===== src/rtl/imem_loader.sv =====
// Boot loader: turns a count-prefixed little-endian byte stream into 19-bit words,
// writes them to instruction memory, pads the tail and then releases the CPU.
`timescale 1ns/1ps
module imem_loader #(
    parameter int                WORD_W         = 19,
    parameter int                DEPTH          = 32,
    parameter int                ADDR_W         = 5,
    parameter logic [WORD_W-1:0] PAD_WORD       = '0,
    parameter int                TIMEOUT_CYCLES = 1024
) (
    input  logic              clk,
    input  logic              reset,
    input  logic              start,
    input  logic              byte_valid,
    input  logic [7:0]        byte_data,
    output logic              byte_ready,
    output logic              imem_we,
    output logic [ADDR_W-1:0] imem_addr,
    output logic [WORD_W-1:0] imem_wdata,
    output logic              cpu_reset,
    output logic              load_done,
    output logic              load_error,
    output logic [5:0]        words_loaded
);

    localparam logic [2:0] S_IDLE  = 3'd0;
    localparam logic [2:0] S_B0    = 3'd1;
    localparam logic [2:0] S_B1    = 3'd2;
    localparam logic [2:0] S_B2    = 3'd3;
    localparam logic [2:0] S_WRITE = 3'd4;
    localparam logic [2:0] S_FILL  = 3'd5;
    localparam logic [2:0] S_DONE  = 3'd6;
    localparam logic [2:0] S_ERROR = 3'd7;

    localparam int TO_W = $clog2(TIMEOUT_CYCLES + 1);

    logic [2:0]        state_q, state_d;
    logic [5:0]        count_q, count_d;
    logic [ADDR_W-1:0] idx_q, idx_d;
    logic [7:0]        b0_q, b0_d;
    logic [7:0]        b1_q, b1_d;
    logic [TO_W-1:0]   to_q, to_d;
    logic [5:0]        words_q, words_d;
    logic              we_q, we_d;
    logic [ADDR_W-1:0] addr_q, addr_d;
    logic [WORD_W-1:0] wdata_q, wdata_d;
    logic              ready_q, ready_d;
    logic              cpu_reset_q, cpu_reset_d;
    logic              done_q, done_d;
    logic              error_q, error_d;
    logic              xfer;

    assign xfer = byte_valid && ready_q;

    always_comb begin
        state_d = state_q;
        count_d = count_q;
        idx_d   = idx_q;
        b0_d    = b0_q;
        b1_d    = b1_q;
        words_d = words_q;
        to_d    = '0;
        we_d    = 1'b0;
        addr_d  = addr_q;
        wdata_d = wdata_q;

        // Idle-cycle watchdog while waiting on word bytes; any transfer or
        // state change leaves to_d at its zero default.
        if ((state_q == S_B0 || state_q == S_B1 || state_q == S_B2) && !xfer) begin
            if (to_q == TO_W'(TIMEOUT_CYCLES - 1)) begin
                state_d = S_ERROR;
            end else begin
                to_d = to_q + TO_W'(1);
            end
        end

        case (state_q)
            S_IDLE: begin
                if (xfer) begin
                    if (byte_data == 8'd0 || int'(byte_data) > DEPTH) begin
                        state_d = S_ERROR;
                    end else begin
                        count_d = byte_data[5:0];
                        idx_d   = '0;
                        state_d = S_B0;
                    end
                end
            end
            S_B0: begin
                if (xfer) begin
                    b0_d    = byte_data;
                    state_d = S_B1;
                end
            end
            S_B1: begin
                if (xfer) begin
                    b1_d    = byte_data;
                    state_d = S_B2;
                end
            end
            S_B2: begin
                if (xfer) begin
                    if (byte_data[7:3] != 5'd0) begin
                        state_d = S_ERROR;
                    end else begin
                        state_d = S_WRITE;
                        we_d    = 1'b1;
                        addr_d  = idx_q;
                        wdata_d = WORD_W'({byte_data[2:0], b1_q, b0_q});
                    end
                end
            end
            S_WRITE: begin
                idx_d   = idx_q + ADDR_W'(1);
                words_d = words_q + 6'd1;
                if (6'(idx_q) + 6'd1 == count_q) begin
                    if (int'(count_q) == DEPTH) begin
                        state_d = S_DONE;
                    end else begin
                        // Padding starts at the first address past the program.
                        state_d = S_FILL;
                        we_d    = 1'b1;
                        addr_d  = idx_q + ADDR_W'(1);
                        wdata_d = PAD_WORD;
                    end
                end else begin
                    state_d = S_B0;
                end
            end
            S_FILL: begin
                if (addr_q == ADDR_W'(DEPTH - 1)) begin
                    state_d = S_DONE;
                end else begin
                    we_d    = 1'b1;
                    addr_d  = addr_q + ADDR_W'(1);
                    wdata_d = PAD_WORD;
                end
            end
            S_DONE, S_ERROR: begin
                if (start) begin
                    state_d = S_IDLE;
                    words_d = '0;
                end
            end
            default: state_d = S_IDLE;
        endcase

        // Status outputs are registered from the next state so they line up with it.
        ready_d     = (state_d == S_IDLE) || (state_d == S_B0) ||
                      (state_d == S_B1)   || (state_d == S_B2);
        cpu_reset_d = (state_d != S_DONE);
        done_d      = (state_d == S_DONE);
        error_d     = (state_d == S_ERROR);
    end

    always_ff @(posedge clk or posedge reset) begin
        if (reset) begin
            state_q     <= S_IDLE;
            count_q     <= '0;
            idx_q       <= '0;
            b0_q        <= '0;
            b1_q        <= '0;
            to_q        <= '0;
            words_q     <= '0;
            we_q        <= 1'b0;
            addr_q      <= '0;
            wdata_q     <= '0;
            ready_q     <= 1'b1;
            cpu_reset_q <= 1'b1;
            done_q      <= 1'b0;
            error_q     <= 1'b0;
        end else begin
            state_q     <= state_d;
            count_q     <= count_d;
            idx_q       <= idx_d;
            b0_q        <= b0_d;
            b1_q        <= b1_d;
            to_q        <= to_d;
            words_q     <= words_d;
            we_q        <= we_d;
            addr_q      <= addr_d;
            wdata_q     <= wdata_d;
            ready_q     <= ready_d;
            cpu_reset_q <= cpu_reset_d;
            done_q      <= done_d;
            error_q     <= error_d;
        end
    end

    assign byte_ready   = ready_q;
    assign imem_we      = we_q;
    assign imem_addr    = addr_q;
    assign imem_wdata   = wdata_q;
    assign cpu_reset    = cpu_reset_q;
    assign load_done    = done_q;
    assign load_error   = error_q;
    assign words_loaded = words_q;

endmodule


===== config.mk =====
export PLATFORM = sky130hd
export DESIGN_NAME = imem_loader
export DESIGN_NICKNAME = d
export VERILOG_FILES = /design/src/rtl/imem_loader.sv
export SDC_FILE = /design/constraint.sdc
export NUM_CORES = 1
export LEC_CHECK = 0
export CAP_MARGIN = 25
export CORE_MARGIN = 2
export CORE_UTILIZATION = 30
export CTS_BUF_LIST = sky130_fd_sc_hd__clkbuf_8 sky130_fd_sc_hd__clkbuf_16
export DETAILED_ROUTE_END_ITERATION = 12
export HOLD_SLACK_MARGIN = 0.06
export PLACE_DENSITY = 0.53
export SYNTH_ARGS = -nofsm -noshare
export SYNTH_HDL_FRONTEND = slang
export SYNTH_SLANG_ARGS = --single-unit

===== constraint.sdc =====
create_clock -name clk -period 7.3 [get_ports clk]
set_input_delay 1.46 -clock clk [delete_from_list [all_inputs] [get_ports clk]]
set_output_delay 1.46 -clock clk [all_outputs]
set_load 0.01 [all_outputs]

==> run_results.csv, run 1 <==
group,metric,value,unit
final_layout,drive_above_1_share,0.155,
final_layout,layout.area.seq,0.00190,sq mm
critical_path,worstSetupPathType,"in -> reg",
synthesis,synth_seq_cells,76,
cts,cts-resized-gates,0,
synthesis,ys.flop_type,"dfrtp_1",
synthesis,postSynthCellCount,328,
grt,overflow,0,
cts,clock_insertion_delay_worst_skew,0.34,ns
final_layout,area_delta_synth_final,26.1,%
timing,hold_ws,0.475,ns
placed_design,hpwl,5.74,mm
die,num_rows,40,
final_layout,layout.cells.most_common,"dfrtp_1",
power_and_ir_drop,pwr-share-seq,0.395,
critical_path,timing.critical_path.slowest_stage_cell,"clkdlybuf4s50_1",
synthesis,post_synth_instance_area,0.00364,sq mm
timing,final-max-slew-violation-count,0,
flow_run,drv_cap,0,
run_status,result_of_the_run,"finished, final reports clean",
power_and_ir_drop,power_switching,631,uW
timing,worst_pin_slew,0.720,ns
synthesis,synthTopCellsByArea,"dfrtp_1 51%, mux2_2 7.1%, a22o_1 5.1%",
die,floorplan.initialDensity,0.306,
timing,rsz_0062_raised_after_global_routing,"false",
route,route.vias.total,2684,
critical_path,timing.rr.end,"imem_wdata[5]",
grt,grt_max_degree,77,
die,design.die.area,0.0130,sq mm
route,route.detailed.vias_per_inst,5.08,
cts,cts.sink_count,76,
critical_path,crit_path_max_delay_family,"simple AND/OR/NAND/NOR gates",
power_and_ir_drop,power.clock.fraction,0.262,
synthesis,syn-mean-instance-area,11.1,sq um
die,ioPinCount,47,
final_layout,leading_cell_types_in_the_layout_fill_and_taps_excluded,"74 x dfrtp_1, 46 x clkdlybuf4s50_1, 28 x nor2_1",
final_layout,number_of_diodes_added_for_antenna_fixing,0,
cts,cts_hold_buf,0,
critical_path,rr_worst_depth,8,
hold_path,hold_path_depth,1,
die,fp.dieH,114,um
cts,tritoncts,"yes",
timing,clock_skew,0.00828,ns
timing,final.setup.tns,0,ns
critical_path,worst_path_max_fanout,5,
hold_path,min_delay_worst_endpoint,"to_q[0]",
die,floorplan.die.width,114,um
cts,cts_max_level,3,
critical_path,setup.worst_path.end_class,"register",
critical_path,timing.critical_path.from_type,"input port",
power_and_ir_drop,pwr-share-comb,0.344,
die,core-area,0.0119,sq mm
critical_path,regToRegStartpoint,"idx_q[0]",
timing,hold_viol,0,
cts,cts.reportedPaths.clkPinSlew,0.06,ns
power_and_ir_drop,power.static_leakage,1.97,nW
timing,max-slew-margin-rel,0.517,
synthesis,asyncSetResetFlopFracSynth,1.00,
synthesis,yosysTopAreaCellShare,0.509,
grt,grt_first_pass_wirelength,14.2,mm
power_and_ir_drop,report.power.total,1.77,mW
route,drtPass1Iterations,4,
hold_path,worst_hold_startpoint,"to_q[0]",
final_layout,num-fill-cells,1199,
cts,num_cts_buffers,9,
critical_path,worst_path_largest_cell_delay,0.55,ns
synthesis,post_synth_cell_types,50,
final_layout,finish.net_count,393,
hold_path,min_path_type,"reg -> reg",
cts,cts_root_buf,"clkbuf_16",
route,drt_iter0_drc,119,
grt,antenna_violations_before_repair,0,
power_and_ir_drop,power_switching_share,0.358,
route,drt_wl_total,8.33,mm
critical_path,crit_chain,"clkdlybuf4s50_1 -> nor3_1 -> nand3b_1 -> and2_1 -> and3_1 -> o21ai_0 -> mux2_2",
cts,clk_path_buf_depth,2,
placed_design,buffer_ports.inserted,46,
power_and_ir_drop,p_int,1.13,mW
final_layout,multi_input_comb_area,0.00165,sq mm
critical_path,path_buf_inv,1,
cts,cts.repair_timing.setup_buffer_count,0,
critical_path,critPathArrivalTime,3.58,ns
power_and_ir_drop,max-vdd-ir-drop,0.152,mV
route,avgRoutedWirePerCell,15.8,um
timing,setup_viol,0,
timing,finalWorstPathRequiredPeriod,3.31,ns
synthesis,synthDominantAreaCellType,"dfrtp_1",
critical_path,rrSetupSlack,4.64,ns
synthesis,number_of_enable_type_register_cells_in_the_synthesized_netlist,0,
power_and_ir_drop,power.density_cell_area,384,mW/mm^2
placed_design,gpl.final_weighted_congestion,0.778,
route,detail-route-antenna-nets,0,
synthesis,syn-num-nets,345,
synthesis,yosys_synthesis_warning_count,0,
route,drc,0,
grt,number_of_global_route_vias_before_repair,2697,
timing,period_share,0.453,
critical_path,critPathRequiredTime,7.58,ns
synthesis,synth_seq_area_share,0.523,
final_layout,final_core_utilization,0.386,
grt,grt.total_usage,0.138,
timing,fmaxAchievable,303,MHz
-- sequential cells by signal, indices dropped and copies added (netlist names) --
name          count
imem_we           1
load_error        1
words_loaded      6
b0_q              8
state_q           3
imem_wdata       19
to_q             11
imem_addr         5
load_done         1
byte_ready        1
b1_q              8
idx_q             5
cpu_reset         1
count_q           6
-- per-stage QoR --
stage / instance area, sq um / std cells / setup slack [ns]
finish: 4590 / 528 / 3.99
global route: 4590 / 528 / 3.78
CTS: 4560 / 527 / 3.98
detailed placement: 4260 / 511 / 3.62
global placement: 4230 / 510 / 3.30
floorplan: 3640 / 328 / 3.90
-- cell usage after synthesis (3+ instances only) --
cell and count:
dfrtp_1 74, nor2_1 28, nand2_1 24, mux2_2 23, a22o_1 21, a21oi_1 13
nor3_1 11, nand3_1 10, o21ai_0 9, and3_1 8, clkbuf_1 8, xnor2_1 8
xor2_1 8, nand4_1 6, a31oi_1 5, ha_1 5, mux2_4 5, buf_6 4
inv_1 4, nor2b_1 4, o211ai_1 4, and2_1 3, nand2b_1 3, or2_2 3
-- power by group through the flow --
stage / clock, mW / sequential (mW) / combinational (mW)
final: 0.462 / 0.697 / 0.607
after global routing: 0.493 / 0.723 / 0.676
after CTS: 0.472 / 0.697 / 0.608
after detailed placement: 0 / 0.704 / 0.604
after global placement: 0 / 0.704 / 0.585
after floorplan: 0 / 0.642 / 0.475
-- layout make-up --
cell class / count / share of cell area
clock buffers: 10 / 0.0520
flip-flops and latches: 76 / 0.415
inverters: 4 / 0.00327
multi-input cells: 235 / 0.359
well taps: 147 / 0.0401
clock inverters: 6 / 0.0153
repair buffers: 50 / 0.116
-- cells by family after synthesis --
family                     count (synthesis)  share of synthesized area
xor gates and xnor gates                  16                     0.0385
muxes                                     30                     0.0973
and+or+nand+nor                          114                      0.158
buffers and inverters                     17                     0.0258
AOI/OAI and AO/OA                         70                      0.140
DFF                                       76                      0.523
adders and majority gates                  5                     0.0172
-- routing by layer --
layer | up-vias | part of all wire | GRT usage
met5 | - | 0 | 0
met4 | 0 | 0.015 | 0.0528
met3 | 9 | 0.052 | 0.0371
met2 | 70 | 0.42 | 0.192
met1 | 1300 | 0.51 | 0.204
li1 | 1305 | - | -
-- how the worst max path moves through the flow --
stage / start / to / slack, ns / cells past startpoint
4_1_cts: byte_data[1] / idx_q[0] / 3.98 / 7
3_3_place_gp: byte_data[5] / imem_addr[2] / 3.30 / 7
2_1_floorplan: reset / b0_q[0] / 3.90 / 1
6_report: byte_data[1] / idx_q[0] / 3.99 / 7
5_1_grt: byte_data[5] / imem_wdata[5] / 3.78 / 8
3_5_place_dp: byte_data[1] / idx_q[0] / 3.62 / 7
Power figures use the tool's default switching activity.
==> run 2, diff against run 1 <==
PLACE_DENSITY = 0.54   (was 0.53)
clock period = 2.9 ns   (was 7.3 ns; I/O delays follow)
==> run_results.csv, run 2 (synthesis gave the netlist of run 1 again) <==
group,metric,value,unit
power_and_ir_drop,power.density_cell_area,956,mW/mm^2
placed_design,buffer_ports.inserted,46,
placed_design,hpwl,5.95,mm
final_layout,layout.cells.most_common,"dfrtp_1",
route,avgRoutedWirePerCell,15.9,um
die,floorplan.die.width,114,um
critical_path,critPathRequiredTime,3.11,ns
cts,clock_insertion_delay_worst_skew,0.33,ns
grt,grt_max_degree,77,
grt,grt.total_usage,0.141,
die,design.die.area,0.0130,sq mm
route,drt_iter0_drc,155,
critical_path,timing.critical_path.from_type,"register",
timing,setup_viol,0,
power_and_ir_drop,max-vdd-ir-drop,0.352,mV
power_and_ir_drop,power.clock.fraction,0.248,
power_and_ir_drop,pwr-share-comb,0.364,
grt,antenna_violations_before_repair,0,
cts,tritoncts,"yes",
critical_path,critPathArrivalTime,2.74,ns
critical_path,setup.worst_path.start,"idx_q[0]",
final_layout,number_of_diodes_added_for_antenna_fixing,0,
critical_path,regToRegStartpoint,"idx_q[0]",
final_layout,area_delta_synth_final,26.5,%
cts,cts-resized-gates,0,
grt,overflow,0,
power_and_ir_drop,power.static_leakage,2.01,nW
run_status,result_of_the_run,"finished, final reports clean",
cts,cts_hold_buf,0,
timing,clock_skew,0.00709,ns
critical_path,timing.rr.end,"imem_addr[2]",
hold_path,worst_hold_startpoint,"to_q[0]",
timing,finalWorstPathRequiredPeriod,2.53,ns
hold_path,min_path_type,"reg -> reg",
route,detail-route-antenna-nets,0,
power_and_ir_drop,report.power.total,4.40,mW
power_and_ir_drop,power_switching_share,0.351,
timing,final.setup.tns,0,ns
power_and_ir_drop,p_int,2.86,mW
timing,period_share,0.871,
die,floorplan.initialDensity,0.306,
final_layout,drive_above_1_share,0.162,
cts,num_cts_buffers,9,
die,num_rows,40,
critical_path,rrSetupSlack,0.37,ns
timing,max-slew-margin-rel,0.663,
cts,cts_root_buf,"clkbuf_16",
hold_path,min_delay_worst_endpoint,"to_q[0]",
power_and_ir_drop,power_switching,1.55,mW
timing,rsz_0062_raised_after_global_routing,"false",
route,drtPass1Iterations,4,
final_layout,largest_register_ffs,19,
die,ioPinCount,47,
final_layout,leading_cell_types_in_the_layout_fill_and_taps_excluded,"74 x dfrtp_1, 46 x clkdlybuf4s50_1, 28 x nor2_1",
route,route.detailed.vias_per_inst,5.08,
critical_path,worst_path_max_fanout,24,
grt,grt_first_pass_wirelength,14.6,mm
final_layout,finish.net_count,400,
critical_path,rr_worst_depth,8,
route,drt_wl_total,8.52,mm
critical_path,worstSetupPathType,"reg -> reg",
cts,clk_path_buf_depth,2,
timing,hold_ws,0.468,ns
placed_design,gpl.final_weighted_congestion,0.820,
cts,cts_max_level,3,
timing,final-max-slew-violation-count,0,
timing,hold_viol,0,
route,route.vias.total,2719,
grt,number_of_global_route_vias_before_repair,2839,
cts,cts.repair_timing.setup_buffer_count,0,
cts,cts.sink_count,76,
die,fp.dieH,114,um
die,core-area,0.0119,sq mm
timing,worst_pin_slew,0.501,ns
hold_path,hold_path_depth,1,
timing,fmaxAchievable,396,MHz
critical_path,setup.worst_path.end_class,"register",
route,drc,0,
cts,cts.reportedPaths.clkPinSlew,0.05,ns
flow_run,drv_cap,0,
power_and_ir_drop,pwr-share-seq,0.388,
[run 2: cell types whose count changed in the layout (fill, tap and decap cells not counted), sizes merged]
cell,before,now
buf,4,11
clkinv,0,1
clkinvlp,3,1
inv,6,7
[run 2: area by class of cell]
class	instances	area, sq um
Fill cell	1173	7310
Clock inverter	6	57.6
Sequential cell	76	1900
Multi-Input combinational cell	235	1650
Clock buffer	10	239
Timing Repair Buffer	57	556
Tap cell	147	184
Inverter	4	15.0
[run 2: per-stage QoR]
step / util / instances / instance area (sq um) / setup slack, ns
after floorplan: - / 328 / 3640 / 0.385
after global placement: 0.362 / 519 / 4310 / 0.291
after detailed placement: 0.362 / 519 / 4310 / 0.223
after CTS: 0.387 / 535 / 4600 / 0.364
after global routing: 0.387 / 535 / 4600 / 0.215
final: 0.387 / 535 / 4600 / 0.373
[run 2: worst max path at each step]
stage	cells past startpoint	slack [ns]	to
global route	8	0.22	imem_addr[1]
floorplan	1	0.38	b0_q[0]
global placement	8	0.29	imem_addr[3]
detailed placement	8	0.22	imem_addr[2]
CTS	8	0.36	imem_addr[2]
finish	8	0.37	imem_addr[2]
[run 2: routing by layer]
| metal | vias up | track usage | routed length [um] | part of all wire |
|---|---|---|---|---|
| li1 | 1312 | - | - | - |
| met1 | 1313 | 0.191 | 4070 | 0.48 |
| met2 | 83 | 0.213 | 3760 | 0.44 |
| met3 | 11 | 0.0439 | 580 | 0.068 |
| met4 | 0 | 0.0472 | 111 | 0.013 |
| met5 | - | 0 | 0 | 0 |
[run 2: critical path, stage by stage (launching register included)]
cell	delay, ns
dfrtp_1	0.46
ha_1	0.33
nor2b_1	0.16
or3_1	0.34
a31oi_1	0.29
a31oi_1	0.13
nand2b_1	0.15
buf_4	0.24
mux2_4	0.32
[run 2: power groups by stage]
stage,Combinational [mW],Sequential (mW),Clock (mW)
final,1.60,1.71,1.09
after global routing,1.78,1.77,1.18
after CTS,1.61,1.71,1.13
after detailed placement,1.60,1.73,0
after global placement,1.58,1.72,0
after floorplan,1.20,1.62,0
==> run 3, diff against run 2 <==
ABC_CLOCK_PERIOD_IN_PS = 2900   (was not set)
==> results of run 3 <==
No change in the layout: final DEF, timing and power equal those of run 2.
==> RTL edit 1 (flow settings as in run 3) <==
Remove the register `error_q`: a continuous assignment takes its place, so the output `load_error` follows one clock earlier.
--- a/src/rtl/imem_loader.sv
+++ b/src/rtl/imem_loader.sv
@@ -169,5 +169,4 @@
             cpu_reset_q <= 1'b1;
             done_q      <= 1'b0;
-            error_q     <= 1'b0;
         end else begin
             state_q     <= state_d;
@@ -184,7 +183,8 @@
             cpu_reset_q <= cpu_reset_d;
             done_q      <= done_d;
-            error_q     <= error_d;
         end
     end
+
+    assign error_q = error_d;
 
     assign byte_ready   = ready_q;
Function: changed (Yosys sat finds a counterexample within 4 cycles, from zero or initial values and one cycle with reset high).
==> RTL edit 1 against run 3 <==
Hold slack worse by 0.016 ns. Final area up 12%. Synthesized cell count down 0.61%. Critical endpoint is now load_error. Global-route usage is 1.2 points higher. Clock skew hardly changed. Largest cell class unchanged. The run now ends with setup timing left. Worst setup slack lost 0.63 ns. Sequential cell count is 1 lower. Non-clock buffer count is 64 higher. Wire length rose by 9.0%. Power increased by 16%. Area after synthesis shrank 0.96%.
==> RTL edit 1: results (changes against run 3) <==
| Quantity | This run | Unit | vs run 3 |
|:---|:---|:---|:---|
| Internal power consumption | 3281 | uW | +15% |
| Final GP Congestion | 0.8565 | - | +4.4% |
| Area after detailed placement | 4710 | um^2 | +9.3% |
| Violations in the final reports | setup timing | - |  |
| Largest net degree at the start of global routing | 29 | - | -62% |
| Placed Cells | 573 | - | +10% |
| Net Count, Synth | 343 | - | -0.58% |
| Top area cells in the synthesized netlist | dfrtp_1, mux2_2, a22o_1 | - |  |
| First-pass GRT wire length | 15640 | um | +7.4% |
| Slew margin rel. | 0.6534 | - | -0.009575 |
| Standby leakage power | 0.002268 | uW | +13% |
| DP Worst Slack | -0.8528 | ns | -1.075 ns |
| Worst IR Drop VDD | 337.8 | uV | -4.0% |
| Combinational power share | 0.471 | - | +0.107 |
| Largest stage delay on the critical path | 0.54 | ns | +0.08 ns |
| Xor and xnor area share after synthesis | 0.04858 | - | +0.01009 |
| Post-synthesis compound-gate area fraction | 0.1468 | - | +0.006567 |
| GR met3 Demand/Resource | 0.02763 | - | -0.01631 |
| Met3 wire len | 233 | um | -60% |
| Met1 usage | 0.2096 | - | +0.01858 |
| Global routing usage on met2 | 0.2479 | - | +0.03441 |
| Final routed wirelength across all metal layers | 9282 | um | +9.0% |
| Sequential fraction of the synthesis area | 0.5212 | - | -0.001858 |
| Final WS setup | -0.2576 | ns | -0.6306 ns |
| Most frequent cells after synthesis | dfrtp_1, nor2_1, mux2_2, a22o_1, nand2_1 | - |  |
| Arrival time worst endpoint | 2.58 | ns | -0.16 ns |
| Overall Global Routing Usage | 0.1526 | - | +0.01203 |
| Critical path's slowest cell | or4_1 | - |  |
| Outcome | finished with violations | - |  |
| Count of final setup violators | 1 | - | +1 |
| Via Count | 2950 | - | +8.5% |
| Clock share of power | 0.221 | - | -0.027 |
| Routed wl met2 | 4534 | um | +21% |
==> RTL edit 1: changes by cell type in the layout (fill, tap and decap cells not counted), moves of 4 or more <==
cell | run 3 | this run
buf_4 | 10 | 72
nand2_1 | 24 | 18
nor3_1 | 11 | 5
mux2_4 | 5 | 0
buf_6 | 0 | 4
clkdlybuf4s50_1 | 46 | 42
o21a_1 | 1 | 5
==> RTL edit 1: through the flow <==
| step | setup TNS [ns] | total power [uW] | utilization |
|---|---|---|---|
| 2_1_floorplan | 0 | 2796 | - |
| 3_3_place_gp | -0.8360 | 3746 | 0.3970 |
| 3_5_place_dp | -0.8528 | 3778 | 0.3970 |
| 4_1_cts | -0.2345 | 5071 | 0.4296 |
| 5_1_grt | -0.3167 | 5420 | 0.4337 |
| 6_report | -0.2576 | 5091 | 0.4337 |
==> RTL edit 1: layout make-up <==
| cell class | count | share of cell area |
|---|---|---|
| well taps | 147 | 0.03576 |
| flip-flops and latches | 75 | 0.3654 |
| repair buffers | 121 | 0.2012 |
| clock inverters | 7 | 0.01484 |
| clock buffers | 9 | 0.04378 |
| inverters | 9 | 0.006568 |
| multi-input cells | 227 | 0.3325 |
==> RTL edit 1: path summary, 6_finish.rpt <==
path / from / end / slack (ns)
setup / recovery: count_q[2] / load_error / -0.26
hold / removal: to_q[0] / to_q[0] / 0.45
setup reg to reg: idx_q[0] / cpu_reset / 0.27
hold reg to reg: to_q[0] / to_q[0] / 0.45
max in group asynchronous: reset / cpu_reset / 1.60
min in group asynchronous: reset / state_q[0] / 0.54
==> RTL edit 1: what timing repair did <==
item / CTS / global route
hold buffers: 0 / 0
gates cloned: 0 / 0
buffers inserted: 5 / 1
resized for setup: 21 / 7
hold endpoints to repair: 0 / 0
pin swaps: 9 / 5
setup endpoints to repair: 1 / 1
==> RTL edit 2 (settings of run 3) <==
Without the edit above. Set the parameter `TIMEOUT_CYCLES` to 512 (it was 1024).
--- a/src/rtl/imem_loader.sv
+++ b/src/rtl/imem_loader.sv
@@ -7,5 +7,5 @@
     parameter int                ADDR_W         = 5,
     parameter logic [WORD_W-1:0] PAD_WORD       = '0,
-    parameter int                TIMEOUT_CYCLES = 1024
+    parameter int                TIMEOUT_CYCLES = 512
 ) (
     input  logic              clk,
Behaviour: same outputs for any inputs over 10 cycles, from zero or initial values and one cycle with reset high; that may be too few to reach the edited logic, so the function may still have changed.
==> RTL edit 2 against run 3 <==
Final area rose by 1.3%. First-iteration DRC count fell by 43%. Power rose by 3.9%. Worst setup slack got worse by 0.035 ns. Area after synthesis rose by 0.10%. Wire length rose by 2.4%. Sequential cell count fell by 1. Sequential power fell by 3%. Cell count rose by 0.75%. Critical path depth fell by 2. Clock skew rose by 0.0022 ns. Synthesized cell count rose by 0.91%. Clock power rose by 20%. Critical endpoint is now count_q[1]. Largest power group unchanged.
==> RTL edit 2: results (changes against run 3) <==
| Quantity | This run | Unit | vs run 3 |
|:---|:---|:---|:---|
| Cell at the root of the clock tree | clkbuf_16 | - |  |
| Routed metal-1 wirelength | 4292 | um | +5.6% |
| DP Worst Slack | -0.008447 | ns | -0.2311 ns |
| Final cell count without fillers | 539 | - | +0.75% |
| Maximum clock rate | 390.4 | MHz | -1.3% |
| CTS buffer count | 9 | - | unchanged |
| Capture point of the critical path | count_q[1] | - |  |
| Via Count | 2736 | - | +0.63% |
| Origin of the worst min-delay path | to_q[0] | - |  |
| Nets | 404 | - | +1.0% |
| Area after detailed placement | 4314 | um^2 | +0.15% |
| First-pass GRT wire length | 14600 | um | +0.28% |
| Met3 wire len | 377 | um | -35% |
| Worst Hold Endpoint | to_q[0] | - |  |
| Placed Cells | 523 | - | +0.77% |
| Gate count of the mapped netlist | 331 | - | +0.91% |
| Met1 usage | 0.2079 | - | +0.01687 |
| Worst setup startpoint | byte_data[3] | - |  |
| Number of levels the H-tree was split into | 3 | - | unchanged |
| Largest net degree at the start of global routing | 39 | - | -49% |
| Critical path's slowest cell | or4_1 | - |  |
| Top area cells in the synthesized netlist | dfrtp_1, mux2_2, a22o_1 | - |  |
| Synth cell types | 54 | - | +8.0% |
| Post-synth top area share | 0.5012 | - | -0.007390 |
| Drt first-iter violations | 89 | - | -43% |
| Count of cells along the worst register-to-register path | 9 | - | +1 |
| Global routing usage on met2 | 0.2183 | - | +0.004762 |
| Worst IR Drop VDD | 385.8 | uV | +9.7% |
| Synth warnings | 0 | - | unchanged |
| Slew margin rel. | 0.5375 | - | -0.1255 |
| Final GP Congestion | 0.8555 | - | +4.3% |
| Outcome | finished, final reports clean | - |  |
| Net Count, Synth | 348 | - | +0.87% |
| Standby leakage power | 0.002022 | uW | +0.78% |
| Post-Route Skew | 0.009326 | ns | +0.002232 ns |
| Number of detailed-route iterations in the first pass | 4 | - | unchanged |
| Critical register-to-register path startpoint | idx_q[1] | - |  |
| Via count of the first global-routing pass | 2750 | - | -3.1% |
| Worst Path Max Fanout | 7 | - | -71% |
| R2R Setup Slk | 0.38 | ns |  |
| Clock-pin slew of the registers on the worst-case setup and hold paths | 0.07 | ns | +0.02 ns |
| DP Wirelength | 6288 | um | +5.6% |
| Worst slack on hold paths | 0.4815 | ns | +0.01305 ns |
| Largest stage delay on the critical path | 0.51 | ns | +0.05 ns |
| Sequential fraction of the synthesis area | 0.5156 | - | -0.007404 |
| Routed wl met2 | 3947 | um | +5.1% |
| Arrival time worst endpoint | 2.78 | ns | +0.04 ns |
| Share of final-layout standard cells stronger than drive strength 1 | 0.1888 | - | +0.02640 |
| Internal power consumption | 2997 | uW | +4.9% |
| GR met3 Demand/Resource | 0.03864 | - | -0.005294 |
| Overall Global Routing Usage | 0.1448 | - | +0.004226 |
| Most frequent cells after synthesis | dfrtp_1, mux2_2, nor2_1, a22o_1, o21ai_0 | - |  |
| Mean routed wirelength per cell | 16.18 | um | +1.6% |
-- RTL edit 2: logic make-up after synthesis --
logic type | synth area share
AND/OR/NAND/NOR | 0.1466
flip-flops | 0.5156
AO/OA/AOI/OAI | 0.1456
buffers and inverters | 0.04874
multiplexers | 0.08308
XOR/XNOR | 0.04325
adder cells (fa/ha/maj) | 0.01716
-- RTL edit 2: area by class of cell --
type                    count  area (um^2)
fillers                  1175         7248
well taps                 147        183.9
clock inverters             7        123.9
inverters                  11        41.29
flip-flops and latches     75         1879
clock buffers               9        225.2
multi-input cells         225         1594
repair buffers             65        615.6
-- RTL edit 2: power groups by stage --
| stage | clock (uW) | combinational [uW] | sequential [uW] |
|---|---|---|---|
| 4_1_cts | 1330 | 1620 | 1670 |
| 3_3_place_gp | 0 | 1590 | 1670 |
| 6_report | 1310 | 1600 | 1660 |
| 3_5_place_dp | 0 | 1610 | 1680 |
| 2_1_floorplan | 0 | 1220 | 1590 |
| 5_1_grt | 1380 | 1790 | 1720 |
